<file path="src/rtl/instr_loader.sv">
// instr_loader: streams 32-bit instruction words into a byte-wide instruction
// memory write port, little-endian, one byte per cycle. Holds the core in
// reset until the first load session has finished.
module instr_loader #(
  parameter int ADDR_W = 5,
  parameter int CNT_W  = ADDR_W - 1
) (
  input  logic              clk,
  input  logic              reset_n,
  input  logic              start,
  input  logic [ADDR_W-1:0] base_addr,
  input  logic [CNT_W-1:0]  num_words,
  input  logic              in_valid,
  output logic              in_ready,
  input  logic [31:0]       in_word,
  output logic              mem_we,
  output logic [ADDR_W-1:0] mem_addr,
  output logic [7:0]        mem_wdata,
  output logic              busy,
  output logic              done,
  output logic              core_reset
);

  typedef enum logic [1:0] {
    IDLE      = 2'd0,
    WAIT_WORD = 2'd1,
    WRITE     = 2'd2,
    DONE      = 2'd3
  } state_t;

  state_t              state;
  state_t              state_nxt;
  logic [ADDR_W-1:0]   addr;
  logic [CNT_W-1:0]    remaining;
  logic [31:0]         word;
  logic [1:0]          byte_idx;
  logic                loaded;
  logic [31:0]         word_shift;

  // State register
  always_ff @(posedge clk) begin
    if (!reset_n) state <= IDLE;
    else          state <= state_nxt;
  end

  // Next-state decode and outputs; outputs depend on registered state only
  always_comb begin
    state_nxt  = state;
    in_ready   = 1'b0;
    mem_we     = 1'b0;
    busy       = (state != IDLE);
    done       = 1'b0;
    core_reset = ~loaded | (state != IDLE);
    mem_addr   = addr + {{(ADDR_W-2){1'b0}}, byte_idx};
    word_shift = word >> {byte_idx, 3'b000};
    mem_wdata  = word_shift[7:0];
    case (state)
      IDLE: begin
        if (start) state_nxt = (num_words == '0) ? DONE : WAIT_WORD;
      end
      WAIT_WORD: begin
        in_ready = 1'b1;
        if (in_valid) state_nxt = WRITE;
      end
      WRITE: begin
        mem_we = 1'b1;
        // remaining still holds the pre-decrement count on the last byte
        if (byte_idx == 2'd3)
          state_nxt = (remaining == CNT_W'(1)) ? DONE : WAIT_WORD;
      end
      DONE: begin
        done      = 1'b1;
        state_nxt = IDLE;
      end
      default: state_nxt = IDLE;
    endcase
  end

  // Datapath registers: session address/count, current word, byte cursor
  always_ff @(posedge clk) begin
    if (!reset_n) begin
      addr      <= '0;
      remaining <= '0;
      word      <= '0;
      byte_idx  <= '0;
      loaded    <= 1'b0;
    end else begin
      case (state)
        IDLE: begin
          if (start && (num_words != '0)) begin
            addr      <= {base_addr[ADDR_W-1:2], 2'b00};
            remaining <= num_words;
          end
        end
        WAIT_WORD: begin
          if (in_valid) begin
            word     <= in_word;
            byte_idx <= '0;
          end
        end
        WRITE: begin
          byte_idx <= byte_idx + 2'd1;
          if (byte_idx == 2'd3) begin
            addr      <= addr + ADDR_W'(4);
            remaining <= remaining - CNT_W'(1);
          end
        end
        DONE: begin
          loaded <= 1'b1;
        end
        default: ;
      endcase
    end
  end

endmodule

</file>
<file path="config.mk">
export PLATFORM = sky130hd
export DESIGN_NAME = instr_loader
export DESIGN_NICKNAME = d
export VERILOG_FILES = /design/src/rtl/instr_loader.sv
export SDC_FILE = /design/constraint.sdc
export NUM_CORES = 1
export LEC_CHECK = 0
export ABC_AREA = 1
export ABC_CLOCK_PERIOD_IN_PS = 1450
export CAP_MARGIN = 10
export CELL_PAD_IN_SITES_DETAIL_PLACEMENT = 1
export CELL_PAD_IN_SITES_GLOBAL_PLACEMENT = 1
export CORE_MARGIN = 2
export CORE_UTILIZATION = 33
export CTS_CLUSTER_DIAMETER = 80
export DETAILED_ROUTE_END_ITERATION = 7
export GPL_TIMING_DRIVEN = 0
export PLACE_DENSITY_LB_ADDON = 0.15
export SLEW_MARGIN = 40
export SYNTH_ARGS = -nofsm -noshare
export SYNTH_HDL_FRONTEND = slang
export SYNTH_SLANG_ARGS = --single-unit
export TNS_END_PERCENT = 10
</file>
<file path="constraint.sdc">
create_clock -name clk -period 1.45 [get_ports clk]
set_input_delay 0.29 -clock clk [delete_from_list [all_inputs] [get_ports clk]]
set_output_delay 0.29 -clock clk [all_outputs]
set_load 0.02 [all_outputs]
</file>
==> results of run 1 <==
## power groups by stage
stage | registers (W) | clock network, W | logic (W)
finish | 0.00146 | 0.00111 | 0.00153
global route | 0.00147 | 0.00119 | 0.00167
CTS | 0.00144 | 0.00112 | 0.00137
detailed placement | 0.00146 | 0 | 0.00135
global placement | 0.00146 | 0 | 0.00133
floorplan | 0.00143 | 0 | 0.000826
## per-stage QoR
stage | worst slack, ns | cells | area, µm² | power, W
finish | -0.2153 | 445 | 3138 | 0.004097
global route | -0.2356 | 445 | 3138 | 0.004334
CTS | -0.2064 | 441 | 2970 | 0.003935
detailed placement | -0.6942 | 432 | 2805 | 0.002807
global placement | -0.6661 | 432 | 2805 | 0.002783
floorplan | -0.1022 | 296 | 2118 | 0.002258
## cells in the mapped netlist
cell and n:
clkbuf_1 12, a21oi_1 41, buf_6 2, nand3_1 39, buf_2 5, clkinv_1 1
nor2_1 22, inv_1 11, a211oi_1 2, a31oi_1 2, nand4_2 1, nand2_1 68
dfxtp_1 44, nand3_2 1, nor2_8 1, o22ai_1 8, o21ai_1 3, or2_2 3
nor2_2 2, inv_2 3, ha_1 4, nand2_2 2, o21ai_0 16, buf_4 3
## logic make-up (layout without fill, tap and decap cells)
kind of cell | after synthesis | in the layout | synth area share (%)
and+or+nand+nor | 139 | 139 | 29.50
AOI/OAI and AO/OA | 72 | 72 | 18.00
DFF | 44 | 44 | 41.95
buffers and inverters | 37 | 109 | 8.164
adders and majority gates | 4 | 4 | 2.384
## final cells by class
type | count | area [µm²]
inverters | 15 | 76.32
repair inverters | 1 | 6.256
fillers | 769 | 3103
multi-input cells | 215 | 1155
repair buffers | 64 | 629.4
plain buffers | 22 | 153.9
flip-flops and latches | 44 | 892.1
clock buffers | 5 | 68.82
well taps | 77 | 96.34
clock inverters | 2 | 60.06
## worst max-delay path: cells and delay by family, from the launching register on
family                 cells  cell delay [ns]
DFF                        1             0.41
buffers and inverters      3             0.39
AOI/OAI and AO/OA          1             0.22
and+or+nand+nor            1             0.05
## layer usage
| layer | GRT usage (%) | share of wire, % | vias up |
|---|---|---|---|
| met1 | 26.07 | 45 | 1071 |
| met5 | 0 | 0 | - |
| met3 | 3.956 | 5.0 | 8 |
| met4 | 6.452 | 1.2 | 0 |
| li1 | - | - | 1136 |
| met2 | 32.58 | 49 | 66 |
## what timing repair did
| action | in CTS | in global routing |
|---|---|---|
| cloned | 0 | 2 |
| endpoints found under the setup margin | 25 | 19 |
| pin swaps | 5 | 9 |
| buffers inserted | 2 | 2 |
| resized for setup | 92 | 46 |
## sequential cells by signal, indices dropped and copies added (netlist names)
name and flops:
addr 3, remaining 4, byte_idx 2, loaded 1, state 2, word 32
## final timing paths
kind                                  from               endpoint  slack [ns]  depth (start not counted)
setup / recovery  byte_idx[0]$_SDFFE_PN0P_           mem_wdata[6]       -0.22                          5
hold / removal                    in_valid   word[9]$_SDFFE_PN0P_        0.34                          3
setup reg to reg  byte_idx[0]$_SDFFE_PN0P_   addr[2]$_SDFFE_PN0P_       -0.08                          9
hold reg to reg      word[15]$_SDFFE_PN0P_  word[15]$_SDFFE_PN0P_        0.47                          2
==> metrics.yaml, run 1 <==
synth_warnings: 0
yosysSeqAreaShare_pct: 41.95
hp-class: "in -> reg"
vias_per_cell: 5.126
antenna_found_initial: 0
max_freq_mhz: 600.5
vias: 2281
syn-num-nets: 345
cts_max_path_buffers: 2
ant_nets: 0
place_hpwl_mm: 4.837
first_pass_iters: 4
die-area_um2: 7017
fin_crit_ns: 1.665
worstPathArrival_ns: 1.38
clkTransAtPathRegs_ns: 0.09
io_pins: 63
final_common_cell: "nand2_1"
synth_top_area_share_pct: 41.95
grt_pass1_vias: 2309
hold_buffers: 0
rows: 29
postLayoutCoreUtil_pct: 50.28
postSynthCellCount: 296
report.final.slew_viol_count: 0
grtUsageTotal_pct: 19.82
globalplace.congestion: 0.7856
hold_viol_final: 0
period_share_pct: 114.8
grt_max_degree: 14
worst_pin_slew_ns: 0.5523
drive_gt1_share_pct: 20.92
die_x_um: 83.77
crit_required_ns: 1.16
final_cell_mix: "66 x nand2_1, 41 x clkdlybuf4s50_1, 40 x a21oi_1"
clkPwrFrac_pct: 27.1
cp-start-kind: "register"
cp_slowest_stage_delay_ns: 0.41
ir_drop_v: 0.0006340
area_growth_pct: 49.46
p_leak_nw: 1.228
crit_chain: "inv_8 > buf_8 > nor2_1 > o22ai_1 > buf_4"
p_int_w: 0.002687
io_buffers: 59
avgSynthCellArea_um2: 7.093
htreeDepth: 2
rsz0062_at_grt: "yes"
skew_ns: 0.006991
fin_setup_tns_ns: -1.789
wl_per_cell_um: 15.60
combinationalPowerShare_pct: 37.3
layout.nets: 417
finalWorstSetupSlack_ns: -0.2153
clockRootBuffer: "clkbuf_8"
cts_tree: "done"
synth_area_leaders: "dfxtp_1 42%, nand2_1 12%, a21oi_1 9.8%, nand3_1 9.3%, nor2_1 3.9%"
relSlewSlack_pct: 63.18
setup_viol: 16
p_sw_share_pct: 34.41
failed_checks: "negative setup slack"
crit_path_end_kind: "output port"
p_per_area_nw_per_um2: 1306
grt_pass1_wl_mm: 11.12
status: "finished, violations left"
crit_path_top_delay_cell: "dfxtp_4"
insertion_delay_ns: 0.30
die_y_um: 83.77
core_um2: 6241
drc: 0
grt_overflow: 0
initial_core_util_pct: 33.64
synth_top_area_cell: "dfxtp_1"
critPathMaxFanout: 6
drt_wl_total_mm: 6.942
numCtsBuffers: 5
cap_violations: 0
hold-worst-slack_ns: 0.3373
netlist_area_um2: 2100
n_antenna_cell: 0
synth_cell_types: 24
synth-seq-cells: 44
power.switching_w: 0.001410
drtIter0Drc: 72
crit_type: "reg -> out"
cts.sinks: 44
pwr-share-seq_pct: 35.6
No activity file was read; power rests on OpenSTA's default activity.
==> inputs of run 2 (changes only) <==
Settings changed: SLEW_MARGIN 40 to 20.
==> results of run 2 <==
Final layout, timing and power as in run 1 (identical DEF).
==> variant, RTL diff (config.mk and constraints of run 1) <==
Make the reset (`reset_n`) asynchronous in 2 clocked blocks.
--- a/src/rtl/instr_loader.sv
+++ b/src/rtl/instr_loader.sv
@@ -40,3 +40,3 @@
   // State register
-  always_ff @(posedge clk) begin
+  always_ff @(posedge clk or negedge reset_n) begin
     if (!reset_n) state <= IDLE;
@@ -79,3 +79,3 @@
   // Datapath registers: session address/count, current word, byte cursor
-  always_ff @(posedge clk) begin
+  always_ff @(posedge clk or negedge reset_n) begin
     if (!reset_n) begin
Check against the original RTL: differs if reset_n is asserted again (counterexample within 4 cycles, from zero or initial values and one cycle with reset_n low); with reset_n held inactive, the same outputs for 10 cycles.
==> variant against run 1 <==
The run still ends with negative setup slack left; design area up 4.7%; count of clock-buffer cells in the layout is the same; sequential share of layout area increased by 5.2 points; fmax fell by 6.1%; non-clock buffer count shrank 3; area after synthesis rose by 7.2%; worst setup slack worse by 0.11 ns; sequential cell count stayed put; clock skew is 0.0076 ns higher; final cell count decreased by 0.22%; routed wire length down 5.4%; core utilization is 1.1 points lower; critical path type unchanged; highest routed layer unchanged.
Power is not compared: it rests on default switching activity, and its combinational part moved more than twofold at a synthesized area within 25%.
==> variant: results (changes against run 1) <==
The run finished, with violations left. The checks that failed: negative setup slack. The logs give -0.3229 ns (-0.1076 ns) for the final critical-path setup slack and 340 (-1.4%) for the net count after synthesis. For the setup slack at placement, the log shows -0.6255 ns (+0.06879 ns). The total global routing track utilization was 19.17% (-0.65 points).

The met2 wire length was 3128 µm (-7.9%); the number of hold buffers added after CTS was 1 (+1). The critical path arrival was 1.48 ns (+0.10 ns); the vias per cell was 4.939 (-3.6%). Depth of the worst register-to-register path: 8 (-1). For the number of cells upsized or downsized after cts, the log shows 102 (+11%).

The post-synthesis compound-gate area fraction is 8.949% (-9.0 points), and the maximum number of pins on one net before global-route repair is 37 (+23). The last weighted congestion value of the routability-driven placer is 0.7752 (-1.3%), and the maximum cell stage delay along the critical path is 0.45 ns (+0.04 ns). The count of placed standard cells including taps was 431 (-0.23%); the met3 wire length was 268 µm (-23%). Yosys attributes the largest share of cell area to dfrtp_1, nand2_1, nand3_1, o21ai_0, nor2_1. Final clock skew: 0.01457 ns (+0.007583 ns). Largest delay contributor family on the critical path: buffers and inverters. The number of cells in the finished layout apart from fillers is 444 (-0.22%).

The source of the worst register-to-register timing path is byte_idx[0]. The pin slew with the least headroom to its limit was 0.4497 ns (-0.1026 ns); the via count of the first global-routing pass was 2273 (-1.6%). The detailed-routing wirelength on met1 is 3108 µm (about the same), and the fraction of the yosys area taken by sequential cells is 48.92% (+7.0 points).

The logs give 18 (-25%) for the count of unique library cells instantiated by Yosys and 126 (+75%) for the number of DRC markers after the initial detailed-route iteration. The post-detailed-route wirelength per cell works out to 14.80 µm (-5.1%). After synthesis, the most frequently instantiated cells are nand2_1, dfrtp_1, nand3_1, o21ai_0, nor2_1. The final count of negative-setup-slack endpoints was 12 (-4). The ratio of cells with drive above 1 in the final layout came out at 21.70% (+0.78 points). Global routing met2 resource utilization: 31.68% (-0.90 points). The area share of fa/ha/maj cells after synthesis came out at 2.223% (-0.16 points). The most used flip-flop cell after synthesis is dfrtp_1. Met1 global-route usage: 26.47% (+0.39 points).

The global-route wire length before repair is 11050 µm (-0.62%), and the internal reg-to-reg setup slack is 0.06 ns (+0.14 ns). The largest individual stage delay along the critical path comes from the cell dfrtp_2. The number of search-and-repair iterations in the first detailed-routing pass came out at 5 (+1). For the global-route met3 utilization, the log shows 3.238% (-0.72 points). The worst register-to-register path ends at addr[4].
## variant: tightest hold or removal path, cell delays in order
cell and delay (ns):
buf_2 0.17, nand3_1 0.11, nand2_1 0.05
## variant: area by class of cell
type | count | area (µm²)
fill | 811 | 3396
multi-input combinational | 215 | 1120
sequential | 44 | 1105
timing repair buffer | 65 | 643.1
buffer | 18 | 135.1
tap | 80 | 100.1
clock buffer | 5 | 68.82
inverter | 14 | 67.56
clock inverter | 3 | 46.29
## variant: worst max-delay path by stage
stage | to | start
3_3_place_gp | byte_idx[0] | reset_n
6_report | mem_wdata[0] | byte_idx[0]
3_5_place_dp | mem_wdata[7] | byte_idx[1]
2_1_floorplan | mem_wdata[2] | byte_idx[0]
5_1_grt | mem_wdata[0] | byte_idx[0]
4_1_cts | mem_wdata[0] | byte_idx[0]
## variant: stage by stage
step                      cell area (µm²)  setup TNS (ns)
after global routing                 3286          -4.354
after floorplan                      2306               0
after global placement               2997          -58.41
after CTS                            3271          -3.248
after detailed placement             3014          -6.741
final                                3286          -3.170
